$ cat config.mk
export PLATFORM = sky130hd
export DESIGN_NAME = pipelined_csel_adder
export DESIGN_NICKNAME = d
export VERILOG_FILES = /design/src/rtl/pipelined_csel_adder.sv
export SDC_FILE = /design/constraint.sdc
export NUM_CORES = 1
export LEC_CHECK = 0
export ABC_AREA = 1
export CAP_MARGIN = 30
export CORE_MARGIN = 4
export CORE_UTILIZATION = 47
export CTS_BUF_LIST = sky130_fd_sc_hd__clkbuf_8
export DETAILED_ROUTE_END_ITERATION = 6
export PLACE_DENSITY = 0.78
export RECOVER_POWER = 100
export SETUP_SLACK_MARGIN = 0.05
export SLEW_MARGIN = 20
export SYNTH_ARGS = -nofsm -noshare
export SYNTH_HDL_FRONTEND = slang
export SYNTH_SLANG_ARGS = --single-unit
$ cat constraint.sdc
create_clock -name clk -period 3.3 [get_ports clk]
set_clock_uncertainty 0.2 [all_clocks]
set_input_delay 0.495 -clock clk [delete_from_list [all_inputs] [get_ports clk]]
set_output_delay 0.495 -clock clk [all_outputs]
set_load 0.005 [all_outputs]
$ cat src/rtl/pipelined_csel_adder.sv
// Pipelined carry-select adder: one BLOCK-bit slice resolved per stage, with the slice carry registered into the next stage.
// Optional macro SIGNED_OVF_EN builds the registered signed-overflow output; otherwise ovf is tied to 0.
module pipelined_csel_adder #(
    parameter int WIDTH = 16,
    parameter int BLOCK = 4
) (
    input  logic             clk,
    input  logic             rst,
    input  logic             in_valid,
    output logic             in_ready,
    input  logic [WIDTH-1:0] a,
    input  logic [WIDTH-1:0] b,
    input  logic             cin,
    output logic             out_valid,
    input  logic             out_ready,
    output logic [WIDTH-1:0] sum,
    output logic             cout,
    output logic             ovf
);

    localparam int STAGES = WIDTH / BLOCK;

    logic adv;

    // One shared advance keeps every stage in lockstep, so stalls never drop or duplicate ops.
    assign adv      = !out_valid || out_ready;
    assign in_ready = adv || rst;

    function automatic logic [BLOCK:0] ripple(input logic [BLOCK-1:0] x,
                                              input logic [BLOCK-1:0] y,
                                              input logic             c);
        logic [BLOCK:0]   cy;
        logic [BLOCK-1:0] s;
        cy[0] = c;
        for (int i = 0; i < BLOCK; i++) begin
            s[i]    = x[i] ^ y[i] ^ cy[i];
            cy[i+1] = (x[i] & y[i]) | (cy[i] & (x[i] ^ y[i]));
        end
        return {cy[BLOCK], s};
    endfunction

    for (genvar k = 0; k < STAGES; k++) begin : gStage
        localparam int IN_W  = WIDTH - k * BLOCK;
        localparam int SUM_W = (k + 1) * BLOCK;

        logic [IN_W-1:0]  aIn;
        logic [IN_W-1:0]  bIn;
        logic             cIn;
        logic             vIn;
        logic [BLOCK:0]   rZero;
        logic [BLOCK:0]   rOne;
        logic [BLOCK:0]   rSel;
        logic [SUM_W-1:0] sumD;
        logic [SUM_W-1:0] sum_q;
        logic             valid_q;
        logic             carry_q;

        if (k == 0) begin : gIn
            assign aIn  = a;
            assign bIn  = b;
            assign cIn  = cin;
            assign vIn  = in_valid;
            assign sumD = rSel[BLOCK-1:0];
        end else begin : gIn
            assign aIn  = gStage[k-1].gSkew.aSkew_q;
            assign bIn  = gStage[k-1].gSkew.bSkew_q;
            assign cIn  = gStage[k-1].carry_q;
            assign vIn  = gStage[k-1].valid_q;
            assign sumD = {rSel[BLOCK-1:0], gStage[k-1].sum_q};
        end

        assign rZero = ripple(aIn[BLOCK-1:0], bIn[BLOCK-1:0], 1'b0);
        assign rOne  = ripple(aIn[BLOCK-1:0], bIn[BLOCK-1:0], 1'b1);
        assign rSel  = cIn ? rOne : rZero;

        // Only the output-facing stage clears its data; inner data is gated by the valid bits.
        always_ff @(posedge clk) begin
            if (rst) begin
                valid_q <= 1'b0;
                if (k == STAGES - 1) begin
                    sum_q   <= '0;
                    carry_q <= 1'b0;
                end
            end else if (adv) begin
                valid_q <= vIn;
                sum_q   <= sumD;
                carry_q <= rSel[BLOCK];
            end
        end

        if (k < STAGES - 1) begin : gSkew
            logic [IN_W-BLOCK-1:0] aSkew_q;
            logic [IN_W-BLOCK-1:0] bSkew_q;

            always_ff @(posedge clk) begin
                if (adv) begin
                    aSkew_q <= aIn[IN_W-1:BLOCK];
                    bSkew_q <= bIn[IN_W-1:BLOCK];
                end
            end
        end

`ifdef SIGNED_OVF_EN
        if (k == STAGES - 1) begin : gOvf
            logic ovfD;
            logic ovf_q;

            // Carry into the MSB is recovered from the MSB sum bit rather than a second ripple tap.
            assign ovfD = aIn[BLOCK-1] ^ bIn[BLOCK-1] ^ rSel[BLOCK-1] ^ rSel[BLOCK];

            always_ff @(posedge clk) begin
                if (rst) begin
                    ovf_q <= 1'b0;
                end else if (adv) begin
                    ovf_q <= ovfD;
                end
            end
        end
`endif
    end

    assign out_valid = gStage[STAGES-1].valid_q;
    assign sum       = gStage[STAGES-1].sum_q;
    assign cout      = gStage[STAGES-1].carry_q;

`ifdef SIGNED_OVF_EN
    assign ovf = gStage[STAGES-1].gOvf.ovf_q;
`else
    assign ovf = 1'b0;
`endif

endmodule

==> results of run 1 <==
==> placed cells by master, fill, tap and decap left out, types with 2 or more instances in the layout <==
cell type and count:
bufinv_16 3, clkbuf_8 9, clkdlybuf4s50_1 9, dfxtp_1 21, dlygate4sd3_1 46, edfxtp_1 75, fa_1 12, ha_1 8
inv_1 40, nand2_1 50, nand3_1 17, nand3b_1 2, o21ai_0 3, xor2_1 3
==> where the power goes <==
| part | leakage (nW) | internal (mW) | switching [mW] |
|---|---|---|---|
| Combinational | 0.826 | 0.101 | 0.0822 |
| Sequential | 0.945 | 1.42 | 0.0341 |
| Clock | 0.122 | 0.500 | 0.379 |
| Total | 1.89 | 2.02 | 0.495 |
==> cells by family after synthesis <==
group                    count (synthesis)
flip-flops                              96
AND/OR/NAND/NOR                         71
buffers and inverters                   46
adder cells (fa/ha/maj)                 20
AO/OA/AOI/OAI                            5
XOR/XNOR                                 3
other                                    1
==> cells in the mapped netlist <==
library cell  count
nand3b_1          2
buf_4             1
edfxtp_1         75
o21ai_0           3
ha_1              8
nand2_2           1
buf_2             4
nor2_4            1
xor2_1            3
buf_6             2
a21oi_1           2
conb_1            1
fa_1             12
inv_1            39
dfxtp_1          21
nand2_1          49
nand3_1          17
nor2_1            1
==> metal layers <==
layer / GRT usage / wire, µm / up-vias
li1: - / - / 914
met1: 0.126 / 1960 / 829
met5: 0 / 0 / -
met2: 0.202 / 2500 / 49
met4: 0.0781 / 152 / 0
met3: 0.0292 / 272 / 13
==> how the worst max path moves through the flow <==
stage / start / to / cells after the start
after CTS: a[0] / gStage[0].sum_q[3] / 9
after global routing: out_ready / sum[13] / 6
final: a[0] / gStage[0].sum_q[3] / 9
after floorplan: out_ready / gStage[0].carry_q / 2
after global placement: a[0] / gStage[0].sum_q[3] / 9
after detailed placement: a[0] / gStage[0].sum_q[3] / 9
==> worst max-delay path, delay by kind of cell <==
kind,cells,cell delay [ns]
fa+ha+maj,4,1.36
buf+inv,3,0.69
compound gates,1,0.07
simple gates,1,0.10
==> metrics by stage <==
stage | setup WS, ns | hold WS (ns)
after floorplan | 0.761 | 0.200
after global placement | 0.447 | 0.201
after detailed placement | 0.349 | 0.205
after CTS | 0.717 | 0.218
after global routing | 0.490 | 0.229
final | 0.595 | 0.219
==> flip-flops by register name, indices dropped and copies added (netlist names) <==
signal and count:
gStage.gSkew.aSkew_q 24, gStage.carry_q 3, out_valid 1, gStage.gSkew.bSkew_q 24, cout 1, gStage.valid_q 3
sum 16, gStage.sum_q 24
==> cell type report <==
| class | count | area (µm²) |
|---|---|---|
| Clock inverter | 7 | 111 |
| Tap cell | 99 | 124 |
| Sequential cell | 96 | 2670 |
| Fill cell | 573 | 2880 |
| Clock buffer | 9 | 124 |
| Timing Repair Buffer | 58 | 567 |
| Inverter | 39 | 146 |
| Multi-Input combinational cell | 100 | 709 |
==> summary.md, run 1 <==
| Metric | Value |
|---|---|
| Outcome | finished, violations left |
| Violated checks | max-capacitance violations |
| Ports | 57 |
| Hold path depth | 0 |
| Synth area leader | edfxtp_1 |
| Share of Yosys cell area claimed by the top area cell type | 0.631 |
| Worst path most repeated cell | fa_1 |
| Hold EP | gStage[2].sum_q[5] |
| RSZ-0062 raised after global routing | no |
| Port Buf Inserts | 55 |
| DRT Wirelength | 4880 µm |
| Synthesized-area fraction occupied by adder cells | 0.0953 |
| Max transition margin | 0.00121 |
| Vias | 1805 |
| Router iterations before antenna repair | 4 |
| Layout area overhead | 24.8% |
| Post-synthesis mux area share | 0 |
| # clock sinks | 96 |
| Post-synth net total | 299 |
| Vias per inst | 4.42 |
| Postcts setup bufs | 0 |
| H-tree depth | 3 |
| Antenna Cells | 0 |
| Antenna violations before repair | 0 |
| Inserted Clock Buffers | 9 |
| Wire length of the first global-routing pass | 7770 µm |
| HP Class | register to register |
| Synthesized instance count | 242 |
| Fin crit share | 0.820 |
| Max Cap Viol | 1 |
| Slowest-stage cell, CP | dlygate4sd3_1 |
| Register area share after synthesis | 0.749 |
| CTS max path bufs | 2 |
| Drt drc | 0 |
| Die Y-Extent | 95.2 µm |
| PD cells | 564 mW/mm² |
| Worst reg2reg setup slack | 0.73 ns |
| Largest family of logic cells by synthesized area | adder cells |
| Min-delay src | gStage[1].sum_q[5] |
| Worst Setup End Kind | register |
| WP data required | 3.32 ns |
| Syn Area/Cell | 14.8 µm² |
| Post-DP HPWL | 3260 µm |
| Clock slew at reported path FFs | 0.08 ns |
| Row cnt | 31 |
| Total GRT Usage | 0.117 |
| Clock root buffer | clkbuf_8 |
| Critical path cell sequence | dlygate4sd3_1, ha_1, nor2_1, a21oi_1, fa_1, fa_1, inv_1, fa_1, inv_1 |
| Static Leakage | 1.89 nW |
| Post-synthesis cell area | 0.00357 mm² |
| Final max-slew violation count | 0 |
| Synth Area in Simple Gates | 0.0855 |
| CP Class | primary input to register |
| Routed len/inst | 12.0 µm |
| Worst reg2reg endpoint | sum[15] |
| Post-Layout Cell Count | 408 |
| Skew-Pair Late Insertion Delay | 0.34 ns |
| Core Util, Final | 0.608 |
| Post-Place Cell Area | 0.00423 mm² |
| Power, Total | 2.51 mW |
| R2r startpoint | gStage[2].gSkew.aSkew_q[0] |
| Final setup fails | 0 |
| Post-cts resize count | 0 |
| Worst Setup Start Kind | primary input |
| Setup TNS | 0 ns |
| CP Data Arrival Time | 2.72 ns |
| TritonCTS clock tree | built |
| Layout cell share with drive strength beyond 1 | 0.0583 |
| Final Wtd Congestion | 0.693 |
| Reg2reg path depth | 9 |
| Congestion Overflow GR | 0 |
| Finished Cell Area | 0.00445 mm² |
| Tmin final | 2.70 ns |
| F_max | 370 MHz |
| Fin nets | 361 |
| Ranking of synthesized cells by area | edfxtp_1 63%, dfxtp_1 12%, fa_1 6.7%, nand2_1 5.2%, inv_1 4.1% |
| DIE WIDTH | 95.2 µm |
| Critical path peak fanout | 2 |
| Library cells used by synthesis | 18 |
| Max incr delay on CP | 0.56 ns |
| Hold Vio Cnt, Final | 0 |
| Post-CTS Hold Buffers | 0 |
| Least-Margin Pin Slew | 1.50 ns |
| Die Footprint | 0.00905 mm² |
| Worst vdd ir | 329 µV |
| Pin count of the biggest net entering global routing | 68 |
| Vias in the first global route | 1718 |
| Xor/xnor share of the synthesized area | 0.00736 |
| Compound-cell area share of the yosys netlist | 0.00701 |
| YS warnings | 0 |
| Post-DRT Antenna Nets | 0 |
| Initial Utilization | 0.487 |
| Core area | 0.00733 mm² |
| Placed cells | 392 |
| Initial DRC Count | 50 |
| #FFs+latches synth | 96 |
No activity file was read; power rests on OpenSTA's default activity.
==> inputs of run 2 (changes only) <==
==> constraint.sdc (replaced) <==
create_clock -name clk -period 2.7 [get_ports clk]
set_clock_uncertainty 0.2 [all_clocks]
set_input_delay 0.405 -clock clk [delete_from_list [all_inputs] [get_ports clk]]
set_output_delay 0.405 -clock clk [all_outputs]
set_load 0.005 [all_outputs]
==> run 2 against run 1 <==
Final cell count is the same. Setup slack lost 0.51 ns. Global-route usage grew 0.63 points. Non-clock buffer count is the same. Clock power shrank 2%. Utilization shrank 0.72 points. Register-to-register slack lost 0.51 ns. Sequential share of layout area grew 0.72 points. Combinational power grew 22%. The run now ends clean.
==> summary.md, run 2 (synthesized netlist as in run 1, its figures left out) <==
| Metric | Value |
|---|---|
| Total GRT Usage | 0.123 (was 0.117) |
| Fin crit share | 0.969 |
| Vias | 1792 (was 1805) |
| Fin worst setup slack | 0.0843 ns (was 0.595 ns) |
| Core area | 0.00733 mm² (unchanged) |
| Max Cap Viol | 0 (was 1) |
| Antenna violations before repair | 0 (unchanged) |
| Antenna Cells | 0 (unchanged) |
| Commonest non-fill, non-tap cell in the layout | edfxtp_1 (unchanged) |
| Vias per inst | 4.39 (was 4.42) |
| Clock root buffer | clkbuf_8 (unchanged) |
| # clock sinks | 96 (unchanged) |
| Wire length of the first global-routing pass | 8140 µm (was 7770 µm) |
| Final max-slew violation count | 0 (unchanged) |
| Final setup fails | 0 (unchanged) |
| Hold EP | gStage[2].sum_q[1] (was gStage[2].sum_q[5]) |
| Port Buf Inserts | 55 (unchanged) |
| PD cells | 648 mW/mm² (was 564 mW/mm²) |
| CP Class | primary input to register (unchanged) |
| Layout cell share with drive strength beyond 1 | 0.0550 (was 0.0583) |
| Worst reg2reg endpoint | sum[15] (unchanged) |
| Pin count of the biggest net entering global routing | 68 (unchanged) |
| Pre-CTS setup slack | -0.163 ns (was 0.349 ns) |
| CTS max path bufs | 2 (unchanged) |
| Worst reg2reg setup slack | 0.22 ns (was 0.73 ns) |
| Die Footprint | 0.00905 mm² (unchanged) |
| Tmin final | 2.62 ns |
| DRT Wirelength | 4770 µm (was 4880 µm) |
| Postcts setup bufs | 0 (unchanged) |
| TritonCTS clock tree | built (unchanged) |
| Largest regs | gStage.gSkew.aSkew_q: 24 flops, gStage.gSkew.bSkew_q: 24 flops, gStage.sum_q: 24 flops (unchanged) |
| Fillers | 586 (was 573) |
| Reg2reg path depth | 9 (unchanged) |
| Drt drc | 0 (unchanged) |
| Clock slew at reported path FFs | 0.09 ns (was 0.08 ns) |
| Router iterations before antenna repair | 3 (was 4) |
| DIE WIDTH | 95.2 µm (unchanged) |
| Critical path peak fanout | 2 (unchanged) |
| WP data required | 2.71 ns (was 3.32 ns) |
| CP Data Arrival Time | 2.63 ns (was 2.72 ns) |
| Congestion Overflow GR | 0 (unchanged) |
| Final Wtd Congestion | 0.691 (was 0.693) |
| Outcome | finished, final reports clean (was finished, violations left) |
| Row cnt | 31 (unchanged) |
| Max transition margin | 0.500 (was 0.00121) |
| Finished Cell Area | 0.00440 mm² (was 0.00445 mm²) |
| H-tree depth | 3 (unchanged) |
| Post-DRT Antenna Nets | 0 (unchanged) |
| F_max | 382 MHz |
| Worst Setup Start Kind | primary input (unchanged) |
| Post-DP HPWL | 3330 µm (was 3260 µm) |
| Least-Margin Pin Slew | 0.750 ns (was 1.50 ns) |
| Worst Setup End Kind | register (unchanged) |
| Multi-input gate area | 702 µm² (was 709 µm²) |
| Highest-count cells in the layout ignoring fill and taps | 75 x edfxtp_1, 50 x nand2_1, 45 x dlygate4sd3_1 (was 75 x edfxtp_1, 50 x nand2_1, 46 x dlygate4sd3_1) |
| Fin nets | 361 (unchanged) |
| R2r startpoint | gStage[2].gSkew.aSkew_q[0] (unchanged) |
| Vias in the first global route | 1855 (was 1718) |
| Static Leakage | 1.87 nW (was 1.89 nW) |
| Post-Place Cell Area | 0.00423 mm² (unchanged) |
| Initial Utilization | 0.487 (unchanged) |
| Inserted Clock Buffers | 9 (unchanged) |
| Hold Vio Cnt, Final | 0 (unchanged) |
| Setup TNS | 0 ns (unchanged) |
| Hold path depth | 0 (unchanged) |
| Skew-Pair Late Insertion Delay | 0.34 ns (about the same) |
| Core Util, Final | 0.600 (was 0.608) |
| Initial DRC Count | 31 (was 50) |
| HP Class | register to register (unchanged) |
| Min-delay src | gStage[1].sum_q[1] (was gStage[1].sum_q[5]) |
| Die Y-Extent | 95.2 µm (unchanged) |
| Ports | 57 (unchanged) |
| RSZ-0062 raised after global routing | no (unchanged) |
| Worst vdd ir | 429 µV (was 329 µV) |
| Register area | 0.00267 mm² (unchanged) |
| Routed len/inst | 11.7 µm (was 12.0 µm) |
| Layout area overhead | 23.3% (was 24.8%) |
-- run 2: worst max-delay path by stage --
stage	from	cells past startpoint	endpoint
after floorplan	out_ready	2	gStage[0].carry_q
after global placement	a[0]	9	gStage[0].sum_q[3]
after detailed placement	a[0]	9	gStage[0].sum_q[3]
after CTS	gStage[2].gSkew.aSkew_q[0]	9	sum[15]
after global routing	a[0]	9	gStage[0].sum_q[3]
final	a[0]	9	gStage[0].sum_q[3]
-- run 2: where the power goes --
group | switching, mW | internal, mW | total (mW)
clock | 0.441 | 0.418 | 0.860
sequential | 0.0411 | 1.73 | 1.77
combinational | 0.100 | 0.124 | 0.224
total | 0.582 | 2.27 | 2.85
-- run 2: worst max-delay path, stage by stage --
cell	delay, ns
dlygate4sd3_1	0.56
ha_1	0.21
nor2_1	0.09
a21oi_1	0.06
fa_1	0.40
fa_1	0.36
inv_1	0.07
fa_1	0.40
inv_1	0.06
-- run 2: final cells by class --
| cell class | count | area share |
|---|---|---|
| flip-flops and latches | 96 | 0.607 |
| multi-input cells | 100 | 0.159 |
| repair buffers | 58 | 0.130 |
| inverters | 39 | 0.0333 |
| clock buffers | 9 | 0.0281 |
| well taps | 99 | 0.0281 |
| clock inverters | 7 | 0.0142 |
-- run 2: stage by stage --
step           power, mW  instances  hold WS [ns]
3_5_place_dp        2.06        392         0.205
2_1_floorplan       1.91        242         0.200
5_1_grt             3.00        408         0.228
6_report            2.85        408         0.217
3_3_place_gp        2.04        392         0.201
4_1_cts             2.92        408         0.218
-- run 2: layer usage --
metal / track usage / vias up / part of all wire
met5: 0 / - / 0
met4: 0.0409 / 0 / 0.018
met3: 0.0537 / 9 / 0.060
met2: 0.226 / 45 / 0.54
met1: 0.124 / 826 / 0.38
li1: - / 912 / -
-- run 2: timing repair --
action                                  CTS  global route
hold buffers                              0             0
endpoints found under the setup margin    0             1
resized for setup                         0             1
==> inputs of run 3 (changes only) <==
--- a/config.mk
+++ b/config.mk
@@ -11,6 +11,7 @@
 export CORE_UTILIZATION = 47
 export CTS_BUF_LIST = sky130_fd_sc_hd__clkbuf_8
 export DETAILED_ROUTE_END_ITERATION = 6
+export HOLD_SLACK_MARGIN = 0.03
 export PLACE_DENSITY = 0.78
 export RECOVER_POWER = 100
 export SETUP_SLACK_MARGIN = 0.05
==> results of run 3 <==
No change in the layout: final DEF, timing and power equal those of run 2.
